--- src/rtl/booth_mult_seq.sv ---
// ---------------------------------------------------------------------------
// booth_mult_seq
// Iterative radix-4 Booth multiplier with valid/ready handshakes on both sides.
// One Booth digit is retired per clock, so a product takes ITER cycles from
// operand acceptance to out_valid. The full 2*WIDTH-bit product is returned.
// Operands are both signed (sgn=1) or both unsigned (sgn=0), per transaction.
//
// Optional build macro:
//   MULT_OVF_EN - adds output ovf, set when the product does not fit in
//                 WIDTH bits of the selected signedness.
//
// Ports:
//   clk        rising-edge clock
//   reset_n    asynchronous active-low reset
//   in_valid   operands valid
//   in_ready   block can accept operands (IDLE only)
//   a          multiplicand, WIDTH bits
//   b          multiplier (Booth-recoded), WIDTH bits
//   sgn        1 = signed operands, 0 = unsigned operands
//   out_valid  product valid
//   out_ready  consumer accepts product
//   p          full product, 2*WIDTH bits
//   ovf        overflow flag (MULT_OVF_EN only)
//
// state | meaning
// ------+----------------------------------------------------------------
// IDLE  | waiting for operands; in_ready=1
// BUSY  | one Booth digit per clock, counter runs 0..ITER-1
// DONE  | product held on p with out_valid=1 until out_ready
// ---------------------------------------------------------------------------
module booth_mult_seq #(
    parameter int WIDTH = 16,
    parameter int ITER  = WIDTH / 2 + 1
) (
    input  logic                 clk,
    input  logic                 reset_n,
    input  logic                 in_valid,
    output logic                 in_ready,
    input  logic [WIDTH-1:0]     a,
    input  logic [WIDTH-1:0]     b,
    input  logic                 sgn,
    output logic                 out_valid,
    input  logic                 out_ready,
    output logic [2*WIDTH-1:0]   p
`ifdef MULT_OVF_EN
    ,
    output logic                 ovf
`endif
);

    localparam int EW = WIDTH + 2;          // extended operand width
    localparam int MW = WIDTH + 3;          // Booth multiple width (holds +/-2a)
    localparam int AW = 2 * WIDTH + 4;      // accumulator width
    localparam int CW = (ITER > 1) ? $clog2(ITER) : 1;

    typedef enum logic [1:0] {
        S_IDLE = 2'd0,
        S_BUSY = 2'd1,
        S_DONE = 2'd2
    } state_t;

    state_t               r_state;
    state_t               w_state_nxt;

    logic [EW-1:0]        r_a_ext;
    // b_ext with an implicit b_ext[-1]=0 appended at the bottom; shifted right
    // by two each iteration so the current Booth triplet is always bits [2:0].
    logic [EW:0]          r_b_sh;
    logic [AW-1:0]        r_acc;
    logic [CW-1:0]        r_cnt;
    logic [2*WIDTH-1:0]   r_p;

    logic                 w_in_ready;
    logic                 w_out_valid;
    logic                 w_accept;
    logic                 w_busy;
    logic                 w_finish;
    logic                 w_last;

    logic [2:0]           w_trip;
    logic [MW-1:0]        w_a_m;
    logic [MW-1:0]        w_a2_m;
    logic [MW-1:0]        w_mult;
    logic [AW-1:0]        w_mult_ext;
    logic [AW-1:0]        w_pp;
    logic [AW-1:0]        w_acc_nxt;
    logic [EW-1:0]        w_a_in_ext;
    logic [EW-1:0]        w_b_in_ext;

    // ------------------------------------------------------------------
    // FSM: state register
    // ------------------------------------------------------------------
    always_ff @(posedge clk or negedge reset_n) begin
        if (!reset_n) begin
            r_state <= S_IDLE;
        end else begin
            r_state <= w_state_nxt;
        end
    end

    // ------------------------------------------------------------------
    // FSM: next state and handshake outputs
    // ------------------------------------------------------------------
    always_comb begin
        w_state_nxt = r_state;
        w_in_ready  = 1'b0;
        w_out_valid = 1'b0;
        w_accept    = 1'b0;
        w_busy      = 1'b0;
        w_finish    = 1'b0;
        case (r_state)
            S_IDLE: begin
                w_in_ready = 1'b1;
                if (in_valid) begin
                    w_accept    = 1'b1;
                    w_state_nxt = S_BUSY;
                end
            end
            S_BUSY: begin
                w_busy = 1'b1;
                if (w_last) begin
                    w_finish    = 1'b1;
                    w_state_nxt = S_DONE;
                end
            end
            S_DONE: begin
                w_out_valid = 1'b1;
                if (out_ready) begin
                    w_state_nxt = S_IDLE;
                end
            end
            default: begin
                w_state_nxt = S_IDLE;
            end
        endcase
    end

    // The state register resets to IDLE, but no operand may be taken while
    // reset is still asserted, so in_ready is also qualified by reset_n.
    assign in_ready  = w_in_ready & reset_n;
    assign out_valid = w_out_valid;
    assign p         = r_p;

    // ------------------------------------------------------------------
    // Booth recoding and partial-product selection
    // ------------------------------------------------------------------
    assign w_a_in_ext = {{2{sgn & a[WIDTH-1]}}, a};
    assign w_b_in_ext = {{2{sgn & b[WIDTH-1]}}, b};

    assign w_trip = r_b_sh[2:0];
    assign w_a_m  = {r_a_ext[EW-1], r_a_ext};
    assign w_a2_m = {r_a_ext, 1'b0};

    always_comb begin
        w_mult = '0;
        case (w_trip)
            3'b001, 3'b010: w_mult = w_a_m;
            3'b011:         w_mult = w_a2_m;
            3'b100:         w_mult = -w_a2_m;
            3'b101, 3'b110: w_mult = -w_a_m;
            default:        w_mult = '0;
        endcase
    end

    assign w_mult_ext = {{(AW-MW){w_mult[MW-1]}}, w_mult};
    assign w_pp       = w_mult_ext << {r_cnt, 1'b0};
    assign w_acc_nxt  = r_acc + w_pp;
    assign w_last     = (r_cnt == CW'(ITER - 1));

    // ------------------------------------------------------------------
    // Datapath registers
    // ------------------------------------------------------------------
    always_ff @(posedge clk or negedge reset_n) begin
        if (!reset_n) begin
            r_a_ext <= '0;
            r_b_sh  <= '0;
            r_acc   <= '0;
            r_cnt   <= '0;
            r_p     <= '0;
        end else if (w_accept) begin
            r_a_ext <= w_a_in_ext;
            r_b_sh  <= {w_b_in_ext, 1'b0};
            r_acc   <= '0;
            r_cnt   <= '0;
        end else if (w_busy) begin
            r_acc  <= w_acc_nxt;
            r_b_sh <= r_b_sh >> 2;
            r_cnt  <= r_cnt + CW'(1);
            if (w_finish) begin
                r_p <= w_acc_nxt[2*WIDTH-1:0];
            end
        end
    end

`ifdef MULT_OVF_EN
    logic               r_sgn;
    logic               r_ovf;
    logic               w_ovf_nxt;
    logic [WIDTH:0]     w_hi_s;
    logic [WIDTH-1:0]   w_hi_u;

    // Signed fit needs the upper WIDTH+1 bits to be a pure sign extension.
    assign w_hi_s    = w_acc_nxt[2*WIDTH-1:WIDTH-1];
    assign w_hi_u    = w_acc_nxt[2*WIDTH-1:WIDTH];
    assign w_ovf_nxt = r_sgn ? ~((&w_hi_s) | ~(|w_hi_s)) : (|w_hi_u);

    always_ff @(posedge clk or negedge reset_n) begin
        if (!reset_n) begin
            r_sgn <= 1'b0;
            r_ovf <= 1'b0;
        end else if (w_accept) begin
            r_sgn <= sgn;
        end else if (w_finish) begin
            r_ovf <= w_ovf_nxt;
        end
    end

    assign ovf = r_ovf;
`endif

endmodule

--- config.mk ---
export PLATFORM = sky130hd
export DESIGN_NAME = booth_mult_seq
export DESIGN_NICKNAME = d
export VERILOG_FILES = /design/src/rtl/booth_mult_seq.sv
export SDC_FILE = /design/constraint.sdc
export NUM_CORES = 1
export LEC_CHECK = 0
export ABC_CLOCK_PERIOD_IN_PS = 5850
export CAP_MARGIN = 20
export CORE_MARGIN = 3
export CORE_UTILIZATION = 60
export CTS_BUF_LIST = sky130_fd_sc_hd__clkbuf_2
export DETAILED_ROUTE_END_ITERATION = 16
export PLACE_DENSITY = 0.83
export SLEW_MARGIN = 20
export SYNTH_ARGS = -nofsm -noshare
export SYNTH_HDL_FRONTEND = slang
export SYNTH_SLANG_ARGS = --single-unit
export TNS_END_PERCENT = 5
--- constraint.sdc ---
create_clock -name clk -period 5.85 [get_ports clk]
set_input_delay 0.585 -clock clk [delete_from_list [all_inputs] [get_ports clk]]
set_output_delay 0.585 -clock clk [all_outputs]
set_load 0.02 [all_outputs]
==> results by group, run 1 <==
Status
  • Status: finished clean

GRT
  • Pin count of the biggest net entering global routing: 74
  • Antenna violations before repair: 1
  • First-pass GRT wire length: 33000 um
  • Number of global-route vias before repair: 6673
  • Total GRT Usage: 28.1%
  • Overflow after GRT: 0

Synthesis
  • Compound-Gate Fraction of Synth Area: 25.4%
  • Adder-cell share of the synthesized area: 5.78%
  • Post-synth net total: 993
  • Distinct cells, synth: 78
  • Warnings from Yosys: 0
  • Synth Area in Simple Gates: 18.4%
  • Syn Std Cell Area: 7710 um^2
  • Synth async-reset ratio: 100%
  • Cells after synthesis: 921
  • Largest family of logic cells by synthesized area: compound AO/OA/AOI/OAI gates
  • Sequential fraction of the synthesis area: 34.1%
  • Syn_area_per_cell: 8.37 um^2
  • Multiplexer share of the synthesized area: 6.85%
  • Post-Synth XOR/XNOR Area: 4.95%
  • Seq cells post-synth: 105
  • Number of synthesized flops with an enable pin: 0
  • Main synth FF type: dfrtp_1

Drt
  • Post-route DRC: 0
  • Via count: 7209
  • Drt initial violations: 664
  • Per-cell routed wire length: 17.7 um
  • Vias/cell: 6.35
  • DRT Pass-1 Iters: 5
  • Routed WL: 20100 um
  • Antenna-violating nets left: 0

Setup path
  • Crit-path cells: or4_1 > or4_1 > nor3b_1 > nor3_1 > o21ai_0 > mux2_2 > o21ai_0 > nor2_1 > ha_1 > and4_1 > and2_1 > nand4b_1 > a21oi_2 > o211ai_1 > a21oi_2 > a21boi_0 > nor4b_1 > a221o_1
  • Slowest CP cell: or4_1
  • Critical path class: flip-flop to flip-flop
  • Worst EP required: 6430 ps
  • Cell family with most CP delay: simple AND/OR/NAND/NOR gates
  • Slowest stage delay, CP: 650 ps
  • Crit path DAT: 6090 ps
  • Startpoint types: flip-flop
  • Bufs and invs on worst path: 0
  • Max FO, Critical Path: 10
  • Crit end category: flip-flop

Placement
  • I/O Buffers: 70
  • Dpl hpwl: 14500 um
  • Area of placed instances: 8540 um^2
  • Setup WS pre-CTS: 309 ps
  • GP Congestion: 0.979

Finish
  • Area growth syn-to-layout: 12.8%
  • Footprint of the multi-input gates: 4770 um^2
  • Register area: 2630 um^2
  • Fraction of layout cells with a size suffix above 1: 9.31%
  • Layout filler cell count: 1006
  • Fin area: 8690 um^2
  • Fin nets: 1034

Timing
  • Slew @ Worst Pin: 1060 ps
  • Fin Setup TNS: 0 ps
  • Final Cycle Share: 94.1%
  • Peak Freq: 182 MHz
  • Max Slew Vio Count: 0
  • Layout Skew: 76.4 ps
  • PnR worst setup slack: 346 ps
  • Fin crit period: 5500 ps
  • # setup viols final: 0
  • Unrepaired setup endpoints after global routing: false
  • Worst rel slew slack: 29.1%
  • Hold Violations, Final: 0

Clocking
  • CTS root buffer: clkbuf_2
  • CTS clk-pin slew, worst paths: 310 ps
  • Clk Latency, worst-skew pair: 650 ps
  • Htree depth: 3
  • Longest Clk Path Bufs: 2
  • Clk sinks: 105
  • CTS tree: yes
  • Total CTS buffers: 9

Floorplan
  • Initial core utilization: 62.8%
  • Row count: 40
  • Die W: 119 um
  • Core area: 12300 um^2
  • IO Count: 71
  • DIE AREA: 14200 um^2
  • Die Height: 119 um

Worst hold path
  • Worst hold path class: primary input to flip-flop

Flow run
  • Max-cap viol count: 0
timing repair:
item                                    in CTS  in global routing
hold endpoints to repair                    52                  0
endpoints found under the setup margin       0                  2
buffers inserted                             0                  2
gates resized for setup                      0                  4
hold buffers                                 1                  0
final cells by class:
class                           instances  share of cell area, %
Antenna cell                            1                 0.0288
Clock buffer                           11                  0.633
Clock inverter                          5                  0.518
Inverter                               19                  0.820
Multi-Input combinational cell        729                   54.9
Sequential cell                       105                   30.2
Tap cell                              168                   2.42
Timing Repair Buffer                   98                   10.5
cells in the mapped netlist, types with 16 or more instances:
library cell | instances | area, um^2
nand2_1 | 135 | 507
o22ai_1 | 33 | 206
inv_1 | 17 | 63.8
nand3_1 | 16 | 80.1
nor2_1 | 52 | 195
xnor2_1 | 28 | 245
o21ai_0 | 93 | 465
ha_1 | 34 | 425
mux2i_1 | 28 | 280
dfrtp_1 | 105 | 2630
clkbuf_1 | 61 | 229
mux2_2 | 20 | 225
a22oi_1 | 16 | 120
a21o_1 | 23 | 173
a21oi_1 | 50 | 250
registers in the layout (all words and copies together) (netlist names):
name	count
r_state	2
r_acc	32
r_b_sh	18
r_cnt	4
r_a_ext	17
p	32
placed cells by master (no fill, tap or decap), types with 4 or more instances in the layout:
master / synthesis / routed
a211oi_1: 11 / 11
a21o_1: 23 / 23
a21oi_1: 50 / 48
a22oi_1: 16 / 16
a31oi_1: 10 / 10
and2_1: 10 / 10
and3_1: 5 / 5
buf_4: 0 / 28
clkbuf_2: 0 / 11
clkdlybuf4s50_1: 0 / 69
dfrtp_1: 105 / 104
ha_1: 34 / 34
inv_1: 17 / 17
mux2_2: 20 / 20
mux2i_1: 28 / 28
nand2_1: 135 / 135
nand2b_1: 12 / 11
nand3_1: 16 / 15
nand4_1: 5 / 5
nor2_1: 52 / 52
nor2b_1: 6 / 5
nor3_1: 15 / 15
nor4_1: 7 / 7
o21a_1: 8 / 8
o21ai_0: 93 / 93
o21bai_1: 8 / 8
o22ai_1: 33 / 33
o31ai_1: 4 / 4
o32ai_1: 4 / 4
or2_2: 6 / 6
or3_1: 5 / 5
or4_1: 6 / 6
xnor2_1: 28 / 28
xor2_1: 13 / 13
path summary, 6_finish.rpt:
kind,start,end,slack [ps],depth (start not counted)
worst max register to register,r_a_ext[0],r_acc[31],350,18
worst min register to register,p[7],p[7],520,2
worst min-delay path,out_ready,r_state[1],450,2
max in group asynchronous,reset_n,r_a_ext[7],4140,3
worst max-delay path,r_a_ext[0],r_acc[31],350,18
min in group asynchronous,reset_n,r_a_ext[12],460,2
routing by layer:
metal  GRT usage (%)  vias up  wire [um]
met3            5.08       41       1480
met5               0        -          0
li1                -     3448          -
met2            42.8      266       9000
met4            9.74        0        445
met1            40.4     3454       9220
cell families after synthesis:
family	Yosys count
buf+inv	87
fa+ha+maj	35
compound gates	304
mux	49
flops	105
xor+xnor	42
simple gates	299
per-stage QoR:
step | hold WS, ps | std cells | util, %
after global routing | 383 | 1136 | 70.9
final | 446 | 1136 | 70.9
after floorplan | 289 | 921 | -
after global placement | 459 | 1116 | 69.7
after CTS | 396 | 1133 | 70.6
after detailed placement | 464 | 1116 | 69.7
Power of run 1 is left out: the tool's default activity adds up to more than one toggle a clock period on the data nets, which glitch-free logic cannot reach.
==> run 2, diff against run 1 <==
GPL_ROUTABILITY_DRIVEN = 0   (was not set)
==> results by group, run 2 (synthesis results as in run 1) <==
Status
  • Status: finished clean

GRT
  • Pin count of the biggest net entering global routing: 74
  • Total GRT Usage: 28.6%
  • Antenna violations before repair: 1
  • Overflow after GRT: 0
  • First-pass GRT wire length: 33500 um
  • Number of global-route vias before repair: 6849

Drt
  • Vias/cell: 6.40
  • Via count: 7237
  • Drt initial violations: 710
  • Antenna-violating nets left: 0
  • Routed WL: 20000 um
  • Post-route DRC: 0
  • Per-cell routed wire length: 17.7 um
  • DRT Pass-1 Iters: 5

Clocking
  • CTS clk-pin slew, worst paths: 280 ps
  • Post-CTS setup buffers: 0
  • Longest Clk Path Bufs: 2
  • Clk Latency, worst-skew pair: 640 ps
  • CTS root buffer: clkbuf_2
  • CTS tree: yes
  • Total CTS buffers: 9
  • Htree depth: 3
  • Clk sinks: 105

Floorplan
  • Die Height: 119 um
  • IO Count: 71
  • Row count: 40
  • Die W: 119 um
  • Core area: 12300 um^2
  • Initial core utilization: 62.8%
  • DIE AREA: 14200 um^2

Setup path
  • Worst EP required: 6410 ps
  • Critical path class: flip-flop to flip-flop
  • Max FO, Critical Path: 10
  • Startpoint types: flip-flop
  • Crit end category: flip-flop
  • Crit path DAT: 6050 ps

Finish
  • Most frequent cells in the layout: nand2_1, dfrtp_1, o21ai_0
  • Fraction of layout cells with a size suffix above 1: 8.94%
  • Area growth syn-to-layout: 13.0%
  • Most common cell after layout, fill and taps aside: nand2_1
  • Fin nets: 1031

Timing
  • Fin crit period: 5480 ps
  • Slew @ Worst Pin: 1010 ps
  • Layout Skew: 62.1 ps
  • Hold Violations, Final: 0
  • # setup viols final: 0
  • Max Slew Vio Count: 0
  • Peak Freq: 182 MHz
  • Final Cycle Share: 93.7%
  • Worst rel slew slack: 32.3%
  • Fin Setup TNS: 0 ps
  • Unrepaired setup endpoints after global routing: false

Worst hold path
  • Worst hold path class: primary input to flip-flop

Placement
  • I/O Buffers: 70
  • Dpl hpwl: 14500 um

Flow run
  • Max-cap viol count: 0
==> run 2: cell types whose count changed in the layout (fill, tap and decap cells not counted), moves of 2 or more <==
cell / delta
inv_6: -2
clkbuf_2: -2
bufinv_16: +2
buf_4: -3
==> run 2: per-stage QoR <==
stage               instance area (um^2)  instances  util (%)  worst slack (ps)  hold slack (ps)
detailed placement                  8540       1115      69.6               191              464
floorplan                           7710        921         -              1020              289
finish                              8710       1131      71.0               367              470
global route                        8710       1131      71.0              26.4              439
global placement                    8540       1115      69.6               386              460
CTS                                 8670       1130      70.7               157              424
==> run 2: worst paths after layout <==
| check | startpoint | to | slack, ps | depth (start not counted) |
|---|---|---|---|---|
| setup reg to reg | r_a_ext[0] | r_acc[31] | 370 | 21 |
| min in group asynchronous | reset_n | r_a_ext[10] | 480 | 2 |
| setup / recovery | r_a_ext[0] | r_acc[31] | 370 | 21 |
| max in group asynchronous | reset_n | r_a_ext[0] | 4220 | 3 |
| hold reg to reg | p[11] | p[11] | 510 | 2 |
| hold / removal | out_ready | r_state[1] | 470 | 2 |
==> run 2: timing repair <==
action,CTS,global route
resized for setup,0,6
hold buffers,1,0
setup endpoints to repair,0,7
hold endpoints to repair,53,0
==> run 2: routing by layer <==
metal / vias up / global-route usage (%) / part of all wire (%)
li1: 3453 / - / -
met1: 3394 / 40.4 / 45
met2: 340 / 43.0 / 44
met3: 50 / 6.22 / 8.4
met4: 0 / 10.7 / 2.8
met5: - / 0 / 0
==> run 2: cell type report <==
| cell class | instances | area [um^2] |
|---|---|---|
| Timing Repair Buffer | 95 | 888 |
| Tap cell | 168 | 210 |
| Sequential cell | 105 | 2630 |
| Inverter | 19 | 71.3 |
| Multi-Input combinational cell | 729 | 4780 |
| Fill cell | 976 | 3550 |
| Clock buffer | 9 | 45.0 |
| Antenna cell | 1 | 2.50 |
| Clock inverter | 5 | 81.3 |
==> run 2: worst max-delay path, cell delays in order, from the launching register on <==
cell,delay [ps]
dfrtp_2,530
inv_1,110
ha_1,250
or4b_4,540
o41ai_2,470
xnor2_1,190
a2bb2oi_1,170
a22oi_1,120
mux2i_1,290
nand2_1,90
a31oi_1,240
o21ai_0,170
ha_1,400
and3_1,290
and2_1,180
nand4b_1,170
a21oi_2,230
o211ai_1,120
a21oi_2,240
a21boi_0,270
nor4b_2,80
a221o_1,270
Power of run 2 is left out for the same reason.
==> run 3, diff against run 2 <==
SKIP_CTS_REPAIR_TIMING = 1   (was not set)
==> results by group, run 3 (synthesis results as in run 1) <==
Drt
  • Vias/cell: 6.41
  • DRT Pass-1 Iters: 7
  • Via count: 7255
  • Routed WL: 20100 um
  • Per-cell routed wire length: 17.8 um
  • Antenna-violating nets left: 0
  • Drt initial violations: 727
  • Post-route DRC: 0

Timing
  • Hold Violations, Final: 0
  • Layout Skew: 61.9 ps
  • # setup viols final: 0
  • Fin crit period: 5480 ps
  • Unrepaired setup endpoints after global routing: false
  • Max Slew Vio Count: 0
  • Peak Freq: 183 MHz
  • Slew @ Worst Pin: 1000 ps
  • Fin Setup TNS: 0 ps
  • Final Cycle Share: 93.6%
  • Worst rel slew slack: 32.7%

Finish
  • Fraction of layout cells with a size suffix above 1: 8.94%
  • Most common cell after layout, fill and taps aside: nand2_1
  • Most frequent cells in the layout: nand2_1, dfrtp_1, o21ai_0
  • Area growth syn-to-layout: 13.0%
  • Layout filler cell count: 976
  • Fin nets: 1031

GRT
  • Number of global-route vias before repair: 6854
  • Pin count of the biggest net entering global routing: 74
  • Total GRT Usage: 28.6%
  • First-pass GRT wire length: 33500 um
  • Overflow after GRT: 0
  • Antenna violations before repair: 1

Floorplan
  • Die W: 119 um
  • IO Count: 71
  • Core area: 12300 um^2
  • DIE AREA: 14200 um^2
  • Row count: 40
  • Die Height: 119 um
  • Initial core utilization: 62.8%

Clocking
  • Total CTS buffers: 9
  • Htree depth: 3
  • CTS root buffer: clkbuf_2
  • Clk Latency, worst-skew pair: 640 ps
  • CTS tree: yes
  • Longest Clk Path Bufs: 2
  • Clk sinks: 105
  • CTS clk-pin slew, worst paths: 280 ps

Setup path
  • RR Startpoint: r_a_ext[0]
  • Crit end category: flip-flop
  • Worst EP required: 6410 ps
  • Critical path class: flip-flop to flip-flop
  • Worst setup startpoint: r_a_ext[0]
  • Crit path DAT: 6040 ps
  • Startpoint types: flip-flop
  • Max FO, Critical Path: 10

Flow run
  • Max-cap viol count: 0

Placement
  • I/O Buffers: 70
  • Dpl hpwl: 14500 um

Worst hold path
  • Worst hold path class: primary input to flip-flop
  • Worst Hold Launch: a[14]

Status
  • Status: finished clean
-- run 3: cell counts in the layout (fill, tap and decap cells not counted) --
No cell type changed its count.
-- run 3: worst paths after layout --
| kind | endpoint | slack [ps] | cells after the start |
|---|---|---|---|
| min in group asynchronous | r_a_ext[10] | 490 | 2 |
| max in group asynchronous | r_a_ext[0] | 4230 | 3 |
| hold reg to reg | p[11] | 510 | 2 |
| setup / recovery | r_acc[31] | 370 | 21 |
| setup reg to reg | r_acc[31] | 370 | 21 |
| hold / removal | r_a_ext[14] | 480 | 3 |
-- run 3: stage by stage --
step                      hold WS [ps]  util (%)  setup slack (ps)  area (um^2)  std cells
after detailed placement           464      69.6               191         8540       1115
after global placement             460      69.6               386         8540       1115
after CTS                        -76.1      70.7               157         8660       1129
final                              477      71.0               374         8710       1131
after floorplan                    289         -              1020         7710        921
after global routing               439      71.0              26.4         8710       1131
-- run 3: layout make-up --
class	count	area, um^2	share of cell area (%)
Tap cell	168	210	2.41
Inverter	19	71.3	0.819
Multi-Input combinational cell	729	4780	54.9
Sequential cell	105	2630	30.2
Clock buffer	9	45.0	0.517
Antenna cell	1	2.50	0.0287
Clock inverter	5	81.3	0.934
Timing Repair Buffer	95	888	10.2
-- run 3: routing by layer --
layer	wire length [um]	track usage, %	share of wire (%)
met3	1710	6.74	8.5
met2	8880	42.8	44
met5	0	0	0
met4	532	10.7	2.6
met1	9010	40.4	45
-- run 3: critical path, cell delays in order, from the launching register on --
cell       delay, ps
dfrtp_2          530
inv_1            110
ha_1             250
or4b_4           540
o41ai_2          460
xnor2_1          190
a2bb2oi_1        170
a22oi_1          130
mux2i_1          280
nand2_1           90
a31oi_1          240
o21ai_0          170
ha_1             400
and3_1           290
and2_1           180
nand4b_1         170
a21oi_2          230
o211ai_1         120
a21oi_2          240
a21boi_0         280
nor4b_2           80
a221o_1          270
Power of run 3 is left out for the same reason.
